<file path="src/rtl/femto_pkg.sv">
// Shared definitions for the instruction-buffer loader and the ibuffer queue.
package femto_pkg;
    localparam int INSTR_W     = 7;
    localparam int DEF_ENTRIES = 6;

    typedef enum logic [1:0] {
        LOAD,
        PAD,
        RUN
    } state_t;
endpackage

</file>
<file path="src/rtl/ibuf_loader_if.sv">
// Write/read bus between ibuf_loader (master) and ibuffer (slave).
interface ibuf_loader_if;
    import femto_pkg::*;

    logic               wren;
    logic [INSTR_W-1:0] instr_in;
    logic               rden;
    logic [INSTR_W-1:0] instr_out;

    modport master (output wren, output instr_in, output rden, input instr_out);
    modport slave  (input wren, input instr_in, input rden, output instr_out);
endinterface

</file>
<file path="src/rtl/ibuf_loader.sv">
// Serial-to-parallel instruction loader: fills the ibuffer, zero-pads partial
// loads, then drains it on consumer steps while flagging which reads are real.
module ibuf_loader
    import femto_pkg::*;
#(
    parameter int ENTRIES = DEF_ENTRIES
) (
    input  logic          clk,
    input  logic          reset,
    input  logic          ser_in,
    input  logic          ser_en,
    input  logic          start,
    input  logic          step,
    ibuf_loader_if.master ibuf,
    output logic          instr_valid,
    output logic          busy
);
    localparam int CW = $clog2(ENTRIES + 1);
    localparam int SW = INSTR_W - 1;
    localparam logic [CW-1:0] FULL = CW'(ENTRIES);

    state_t             state, state_n;
    logic [SW-1:0]      shreg, shreg_n;
    logic [2:0]         bit_cnt, bit_cnt_n;
    logic [CW-1:0]      word_cnt, word_cnt_n;
    logic [CW-1:0]      rd_cnt, rd_cnt_n;
    logic [CW-1:0]      real_cnt, real_cnt_n;
    logic [CW-1:0]      words_after;
    logic               wren_q, wren_n;
    logic [INSTR_W-1:0] instr_q, instr_n;
    logic               rden_q, rden_n;
    logic               pend_q, pend_n;
    logic               valid_n;

    assign ibuf.wren     = wren_q;
    assign ibuf.instr_in = instr_q;
    assign ibuf.rden     = rden_q;

    always_ff @(posedge clk or posedge reset) begin
        if (reset) begin
            state       <= LOAD;
            shreg       <= '0;
            bit_cnt     <= '0;
            word_cnt    <= '0;
            rd_cnt      <= '0;
            real_cnt    <= '0;
            wren_q      <= 1'b0;
            instr_q     <= '0;
            rden_q      <= 1'b0;
            pend_q      <= 1'b0;
            instr_valid <= 1'b0;
            busy        <= 1'b0;
        end else begin
            state       <= state_n;
            shreg       <= shreg_n;
            bit_cnt     <= bit_cnt_n;
            word_cnt    <= word_cnt_n;
            rd_cnt      <= rd_cnt_n;
            real_cnt    <= real_cnt_n;
            wren_q      <= wren_n;
            instr_q     <= instr_n;
            rden_q      <= rden_n;
            pend_q      <= pend_n;
            instr_valid <= valid_n;
            busy        <= (state_n != LOAD);
        end
    end

    always_comb begin
        state_n     = state;
        shreg_n     = shreg;
        bit_cnt_n   = bit_cnt;
        word_cnt_n  = word_cnt;
        rd_cnt_n    = rd_cnt;
        real_cnt_n  = real_cnt;
        words_after = word_cnt;
        wren_n      = 1'b0;
        instr_n     = '0;
        rden_n      = 1'b0;
        pend_n      = 1'b0;
        valid_n     = rden_q & pend_q;

        case (state)
            LOAD: begin
                if (ser_en) begin
                    shreg_n = {shreg[SW-2:0], ser_in};
                    if (bit_cnt == 3'(SW)) begin
                        wren_n      = 1'b1;
                        instr_n     = {shreg, ser_in};
                        bit_cnt_n   = '0;
                        words_after = word_cnt + 1'b1;
                    end else begin
                        bit_cnt_n = bit_cnt + 3'd1;
                    end
                end
                word_cnt_n = words_after;
                // A word completing in the same cycle as start is counted before start is judged.
                if (words_after == FULL) begin
                    real_cnt_n = FULL;
                    state_n    = RUN;
                end else if (start && (words_after != '0)) begin
                    real_cnt_n = words_after;
                    bit_cnt_n  = '0;
                    state_n    = PAD;
                end
            end

            PAD: begin
                wren_n     = 1'b1;
                word_cnt_n = word_cnt + 1'b1;
                if (word_cnt + 1'b1 == FULL) begin
                    state_n = RUN;
                end
            end

            RUN: begin
                if (step) begin
                    rden_n   = 1'b1;
                    pend_n   = (rd_cnt < real_cnt);
                    rd_cnt_n = rd_cnt + 1'b1;
                    if (rd_cnt + 1'b1 == FULL) begin
                        state_n    = LOAD;
                        word_cnt_n = '0;
                        rd_cnt_n   = '0;
                        real_cnt_n = '0;
                        shreg_n    = '0;
                    end
                end
            end

            default: begin
                state_n = LOAD;
            end
        endcase
    end
endmodule

</file>
<file path="src/flat_wrapper.sv">
// flat-port wrapper written by rule: the top's interface ports become plain ports
module ibuf_loader_flat import femto_pkg::*;
#(
    parameter int ENTRIES = DEF_ENTRIES
)
  (clk, reset, ser_in, ser_en, start, step, instr_valid, busy, ibuf_wren, ibuf_instr_in, ibuf_rden, ibuf_instr_out);
  ibuf_loader_if ibuf_i ();
  input  logic clk;
  input  logic reset;
  input  logic ser_in;
  input  logic ser_en;
  input  logic start;
  input  logic step;
  output logic instr_valid;
  output logic busy;
  output wire logic [$bits(ibuf_i.wren)-1:0] ibuf_wren;
  output wire logic [$bits(ibuf_i.instr_in)-1:0] ibuf_instr_in;
  output wire logic [$bits(ibuf_i.rden)-1:0] ibuf_rden;
  input wire logic [$bits(ibuf_i.instr_out)-1:0] ibuf_instr_out;
  assign ibuf_wren = ibuf_i.wren;
  assign ibuf_instr_in = ibuf_i.instr_in;
  assign ibuf_rden = ibuf_i.rden;
  assign ibuf_i.instr_out = ibuf_instr_out;
  ibuf_loader #(.ENTRIES(ENTRIES)) u_core (.clk(clk), .reset(reset), .ser_in(ser_in), .ser_en(ser_en), .start(start), .step(step), .ibuf(ibuf_i), .instr_valid(instr_valid), .busy(busy));
endmodule
</file>
<file path="config.mk">
export PLATFORM = sky130hd
export DESIGN_NAME = ibuf_loader_flat
export DESIGN_NICKNAME = d
export VERILOG_FILES = /design/src/rtl/femto_pkg.sv /design/src/rtl/ibuf_loader_if.sv /design/src/rtl/ibuf_loader.sv /design/src/flat_wrapper.sv
export SDC_FILE = /design/constraint.sdc
export NUM_CORES = 1
export LEC_CHECK = 0
export ABC_AREA = 1
export CAP_MARGIN = 10
export CORE_MARGIN = 4
export CORE_UTILIZATION = 45
export DETAILED_ROUTE_END_ITERATION = 10
export GPL_TIMING_DRIVEN = 0
export PLACE_DENSITY = 0.7
export SYNTH_ARGS = -nofsm -noshare
export SYNTH_HDL_FRONTEND = slang
export SYNTH_SLANG_ARGS = --single-unit
export TNS_END_PERCENT = 1
</file>
<file path="constraint.sdc">
create_clock -name clk -period 1.5 [get_ports clk]
set_input_delay 0.3 -clock clk [delete_from_list [all_inputs] [get_ports clk]]
set_output_delay 0.3 -clock clk [all_outputs]
set_load 0.005 [all_outputs]
</file>
==> metrics.md <==
| Metric | Value |
|---|---|
| Top cells by area in the synthesized netlist | dfrtp_1, nand2_1, ha_1 |
| Final Skew | 0.00480 ns |
| Crit path max-delay family | compound AO/OA/AOI/OAI gates |
| WL/cell | 12.6 microns |
| Nets@finish | 250 |
| Synth Instances | 193 |
| Max clock buf depth | 2 |
| Final core utilization | 0.622 |
| Post-Synthesis Cell Area | 0.00172 sq mm |
| Post-route minimum period | 1.53 ns |
| Grt total ovfl | 0 |
| Hold Vio Cnt, Final | 0 |
| Area post-placement | 0.00194 sq mm |
| Synth area leader | dfrtp_1 |
| H-tree Lvls | 2 |
| Worst vdd ir | 996 uV |
| Routed Antenna Nets | 0 |
| First DRT Iteration DRCs | 43 |
| Main synth FF type | dfrtp_1 |
| Failing checks | setup timing |
| RSZ-0062 raised after global routing | yes |
| Die X-Extent | 69.8 microns |
| CTS buffer count | 5 |
| F_max | 654 MHz |
| Dpl ws | -0.288 ns |
| Total Routing Usage GR | 0.148 |
| RR Startpoint | u_core.rd_cnt[1] |
| Clk pwr share | 0.184 |
| Comb power frac | 0.519 |
| Worst-path clk slew | 0.07 ns |
| TritonCTS clock tree | done |
| # diodes | 0 |
| Setup_tns | -0.230 ns |
| Part of the power in registers | 0.297 |
| Tcrit/Tclk final | 1.02 |
| Area delta synth->final | 33.5% |
| Cells along the critical path | ha_2 -> xor2_2 -> nand2_2 -> nand2_2 -> nand2_4 -> a21oi_4 -> o21a_4 -> o21ai_1 |
| TritonRoute pass-1 iters | 4 |
| Switch Pwr | 0.00178 W |
| Max-slew violation count | 0 |
| # fillers | 306 |
| Worst setup path class | reg2reg |
| Pwr dens | 1910 mW/mm^2 |
| Final Worst Setup Slack | -0.0288 ns |
| Leak | 1.08 nW |
| Post-route cell area | 0.00230 sq mm |
| Worst-path maximum fanout | 6 |
| Min-Delay Path Class | in2async |
| CP Capture Type | flop |
| Number of core rows | 22 |
| Initial antenna violation count | 0 |
| Io pins | 24 |
| DR vias/cell | 4.88 |
| Vias after detailed routing | 1,348 |
| Vias in the first global route | 1,328 |
| First-pass GRT wire length | 5.75 mm |
| Clock Latency Late Sink | 0.29 ns |
| Internal Power | 0.00261 W |
| Synth top area share | 0.465 |
| Port bufs | 15 |
| Worst Path Required | 1.67 ns |
| Critical Path Max Stage Delay | 0.39 ns |
| Distinct cells, synth | 28 |
| Crit path top cell by count | nand2_2 |
| Critical path's slowest cell | dfrtp_1 |
| Storage element area | 802 sq um |
| Final setup fails | 11 |
| Final HPWL DP | 2.34 mm |
| Largest net degree at the start of global routing | 33 |
| Clock sinks | 32 |
| Slew at the pin closest to its max-slew limit | 0.365 ns |
| Status | finished, violations left |
| Routed WL | 3.49 mm |
| Critical Path AT | 1.70 ns |
| Relative slew slack | 0.755 |
| Residual DRC | 0 |
| Die area | 0.00488 sq mm |
| WP buf/inv | 0 |
| Seq cells post-synth | 32 |
| Register area share after synthesis | 0.465 |
| Synthesized net count | 216 |
| Synthesis Warnings | 0 |
| Async SR Flop Fraction | 1.00 |
| Placer Congestion | 0.762 |
| Worst setup SP type | flop |
| Initial Util | 0.466 |
| Maxcap violations | 0 |
| Std-Cell Core Area | 0.00369 sq mm |
| Multi-input combinational cell area | 918 sq um |
| Inst Count DP | 256 |
| EDFF count, synth | 0 |
| Layout cell share with drive strength beyond 1 | 0.298 |
| CP startpoint | u_core.rd_cnt[1] |
| DIE HEIGHT | 69.8 microns |
| Root Driver | clkbuf_8 |
| Switching portion of total power | 0.405 |
| Syn_area_per_cell | 8.91 sq um |
| Post-route insts no fill | 276 |
[metrics by stage]
step | hold WS [ns] | total power, W
final | 0.250 | 0.00439
after global routing | 0.281 | 0.00473
after CTS | 0.316 | 0.00396
after detailed placement | 0.427 | 0.00302
after global placement | 0.415 | 0.00297
after floorplan | 0.406 | 0.00263
[repair_timing]
| action | CTS | global route |
|---|---|---|
| resized for setup | 5 | 30 |
| pin swaps | 2 | 14 |
| buffers inserted | 4 | 7 |
| endpoints found under the setup margin | 26 | 26 |
| hold endpoints to repair | 0 | 0 |
| hold buffers | 0 | 0 |
| cloned | 0 | 0 |
[layer usage]
metal  share of wire  global-route usage  wire length [microns]  up-vias
met5               0                   0                      0        -
met4           0.020              0.0660                     71        0
met3           0.034              0.0449                    120        7
met2            0.49               0.244                   1710       19
met1            0.45               0.176                   1590      630
li1                -                   -                      -      692
[cell usage after synthesis, types with 5 or more instances]
cell      n
inv_1    29
nand3_1   5
nor2_1    9
dfrtp_1  32
o21ai_0  11
nand4_1   6
o22ai_1   6
ha_1     10
o21ai_1  11
nand2_2   5
nand2_4   5
nand2_1  42
[cells by family (layout without fill, tap and decap cells)]
family          count (synthesis)  in the layout  synth area share
simple gates                   79             79             0.247
compound gates                 36             36             0.128
flops                          32             32             0.465
xor+xnor                        1              1           0.00509
buf+inv                        35             70            0.0822
fa+ha+maj                      10             10            0.0727
[cells in the final DEF (no fill, tap or decap), drive strengths merged]
master / n
o21a: 2
buf: 15
a31oi: 1
bufinv: 1
nand2: 52
clkdlybuf4s50: 15
a21oi: 2
ha: 10
nor2: 11
clkinvlp: 1
inv: 30
clkbuf: 6
a21boi: 2
o22ai: 6
dfrtp: 32
nor3: 1
xor2: 1
clkinv: 2
a22o: 1
nand4: 6
o21ai: 22
nand3: 9
[final cells by class]
class                           count  share of cell area
Tap cell                           48              0.0262
Buffer                              3             0.00926
Clock buffer                        6              0.0316
Timing Repair Buffer               27               0.113
Sequential cell                    32               0.349
Inverter                           32              0.0550
Multi-Input combinational cell    126               0.400
Clock inverter                      2              0.0153
[path summary, 6_finish.rpt]
kind | slack, ns | cells past startpoint | end
max in group asynchronous | 0.84 | 3 | u_core.word_cnt[0]
min in group clk | 0.32 | 3 | u_core.shreg[3]
worst min register to register | 0.44 | 2 | u_core.instr_valid
worst max-delay path | -0.03 | 8 | u_core.shreg[0]
worst max register to register | -0.03 | 8 | u_core.shreg[0]
worst min-delay path | 0.25 | 2 | u_core.rd_cnt[2]
[power groups by stage]
stage	Sequential (W)	Combinational [W]	Clock (W)
after floorplan	0.00127	0.00135	0
after global placement	0.00130	0.00166	0
after detailed placement	0.00132	0.00170	0
after CTS	0.00129	0.00184	0.000829
after global routing	0.00133	0.00253	0.000864
final	0.00130	0.00228	0.000806
[sequential cells by signal (all words and copies together) (netlist names)]
register and flops:
u_core.ibuf.instr_in 7, u_core.shreg 6, u_core.bit_cnt 3, u_core.rd_cnt 3, u_core.real_cnt 3, u_core.word_cnt 3, u_core.state 2, u_core.busy 1
u_core.ibuf.rden 1, u_core.ibuf.wren 1, u_core.instr_valid 1, u_core.pend_q 1
[worst register-to-register path, cell delays in order, from the launching register on]
cell and delay (ns):
dfrtp_1 0.39, ha_2 0.20, xor2_2 0.16, nand2_2 0.08, nand2_2 0.08, nand2_4 0.08
a21oi_4 0.17, o21a_4 0.19, o21ai_1 0.07
Power figures use the tool's default switching activity.
==> edit, RTL diff (config.mk and constraints unchanged) <==
Encoding of `state_t`: now one-hot (3 bits for 3 states).
--- a/src/rtl/femto_pkg.sv
+++ b/src/rtl/femto_pkg.sv
@@ -3,10 +3,10 @@
     localparam int INSTR_W     = 7;
     localparam int DEF_ENTRIES = 6;
 
-    typedef enum logic [1:0] {
-        LOAD,
-        PAD,
-        RUN
+    typedef enum logic [2:0] {
+        LOAD = 3'b001,
+        PAD  = 3'b010,
+        RUN  = 3'b100
     } state_t;
 endpackage
 
Function: no difference found for any inputs over 10 cycles, from zero or initial values and one cycle with reset high; not proved beyond that.
==> edit against the unedited design <==
The run still ends with setup timing left. Wire length is 2.3% lower. Power is 0.56% higher. Worst hold slack improved by 72 ps. Setup slack got worse by 20 ps. Sequential cell count grew 1. First-iteration DRC count increased by 26%. Final area is 3.1% higher. Clock skew hardly changed. Combinational power shrank 4%. Area after synthesis decreased by 0.58%.
==> edit: results (changes against the unedited design) <==
stage,metric,value,unit,change
timing,fin_ws,-48.5,ps,-19.7 ps
placement,finalWeightedCongestion,0.832,,+9.3%
timing,skew,4.73,ps,-0.0644 ps
timing,fin_tns_setup,-274,ps,-43.6 ps
critical_path,cp.arrival,1720,ps,+20 ps
timing,finalSetupViolCount,9,,-2
run_status,status,"finished, violations left",,
placement,placed_cell_area,1960,µm²,+0.90%
logic_synthesis,syn_inst,199,,+3.1%
grt,track_usage,15.0,%,+0.25 points
logic_synthesis,ys_top_cells_by_count,"nand2_1 (44), dfrtp_1 (32), inv_1 (29), nand3_1 (15), nor2_1 (13)",,
final_layout,layout.nets,258,,+3.2%
critical_path,crit_family,simple AND/OR/NAND/NOR gates,,
pwr,netSwitchingPower,1730,µW,-2.3%
critical_path,critPathCapture,u_core.real_cnt[2],,
placement,hpwlAfterDp,2210,µm,-5.6%
routing,wl_met1,1510,µm,-4.9%
routing,met2WireLength,1700,µm,-0.47%
pwr,p_clk,857,µW,+6.3%
routing,dr_wl_met3,139,µm,+16%
routing,via_per_inst,4.83,,-1.1%
logic_synthesis,synth_xor_area_share,0.512,%,+0.0030 points
critical_path,r2r_cells,12,,+4
logic_synthesis,syn-num-nets,218,,+0.93%
run_status,violations,setup timing,,
logic_synthesis,synth_cell_types,27,,-3.6%
timing,slew_headroom,70.4,%,-5.1 points
grt,grt_max_degree,25,,-24%
logic_synthesis,ys_seq_area_share,48.4,%,+1.8 points
logic_synthesis,netlist_top_cells_area,"dfrtp_1 (47%), nand2_1 (9.7%), inv_1 (6.4%), ha_1 (4.4%), nand3_1 (4.4%)",,
pwr,peakVddDrop,1.17,mV,+18%
placement,post-place-ws,-423,ps,-135 ps
grt,grt_use_met2,26.2,%,+1.7 points
edit: layout make-up:
| type | count | share of cell area [%] |
|---|---|---|
| multi-input cells | 128 | 37.1 |
| flip-flops and latches | 33 | 35.0 |
| repair buffers | 33 | 13.3 |
| inverters | 36 | 5.92 |
| clock buffers | 7 | 3.65 |
| well taps | 48 | 2.54 |
| plain buffers | 2 | 1.32 |
| clock inverters | 1 | 1.27 |
edit: cells by family after synthesis:
logic type	after synthesis
compound gates	29
xor+xnor	1
fa+ha+maj	6
buf+inv	38
flops	33
simple gates	92
edit: worst reg2reg max path: stages, from the launching register on:
cell	delay [ps]
dfrtp_1	440
inv_2	110
ha_4	210
inv_2	50
nand3_2	70
nand2_2	80
nand3_4	90
nand2_2	70
inv_2	40
nand2_4	90
nand2_4	70
nand2_2	60
nand2_2	40
edit: repair_timing:
item / 4_1_cts / 5_1_grt
pin swaps: 7 / 18
gates resized for setup: 26 / 28
cloned: 1 / 0
buffers inserted: 11 / 4
setup endpoints to repair: 18 / 23
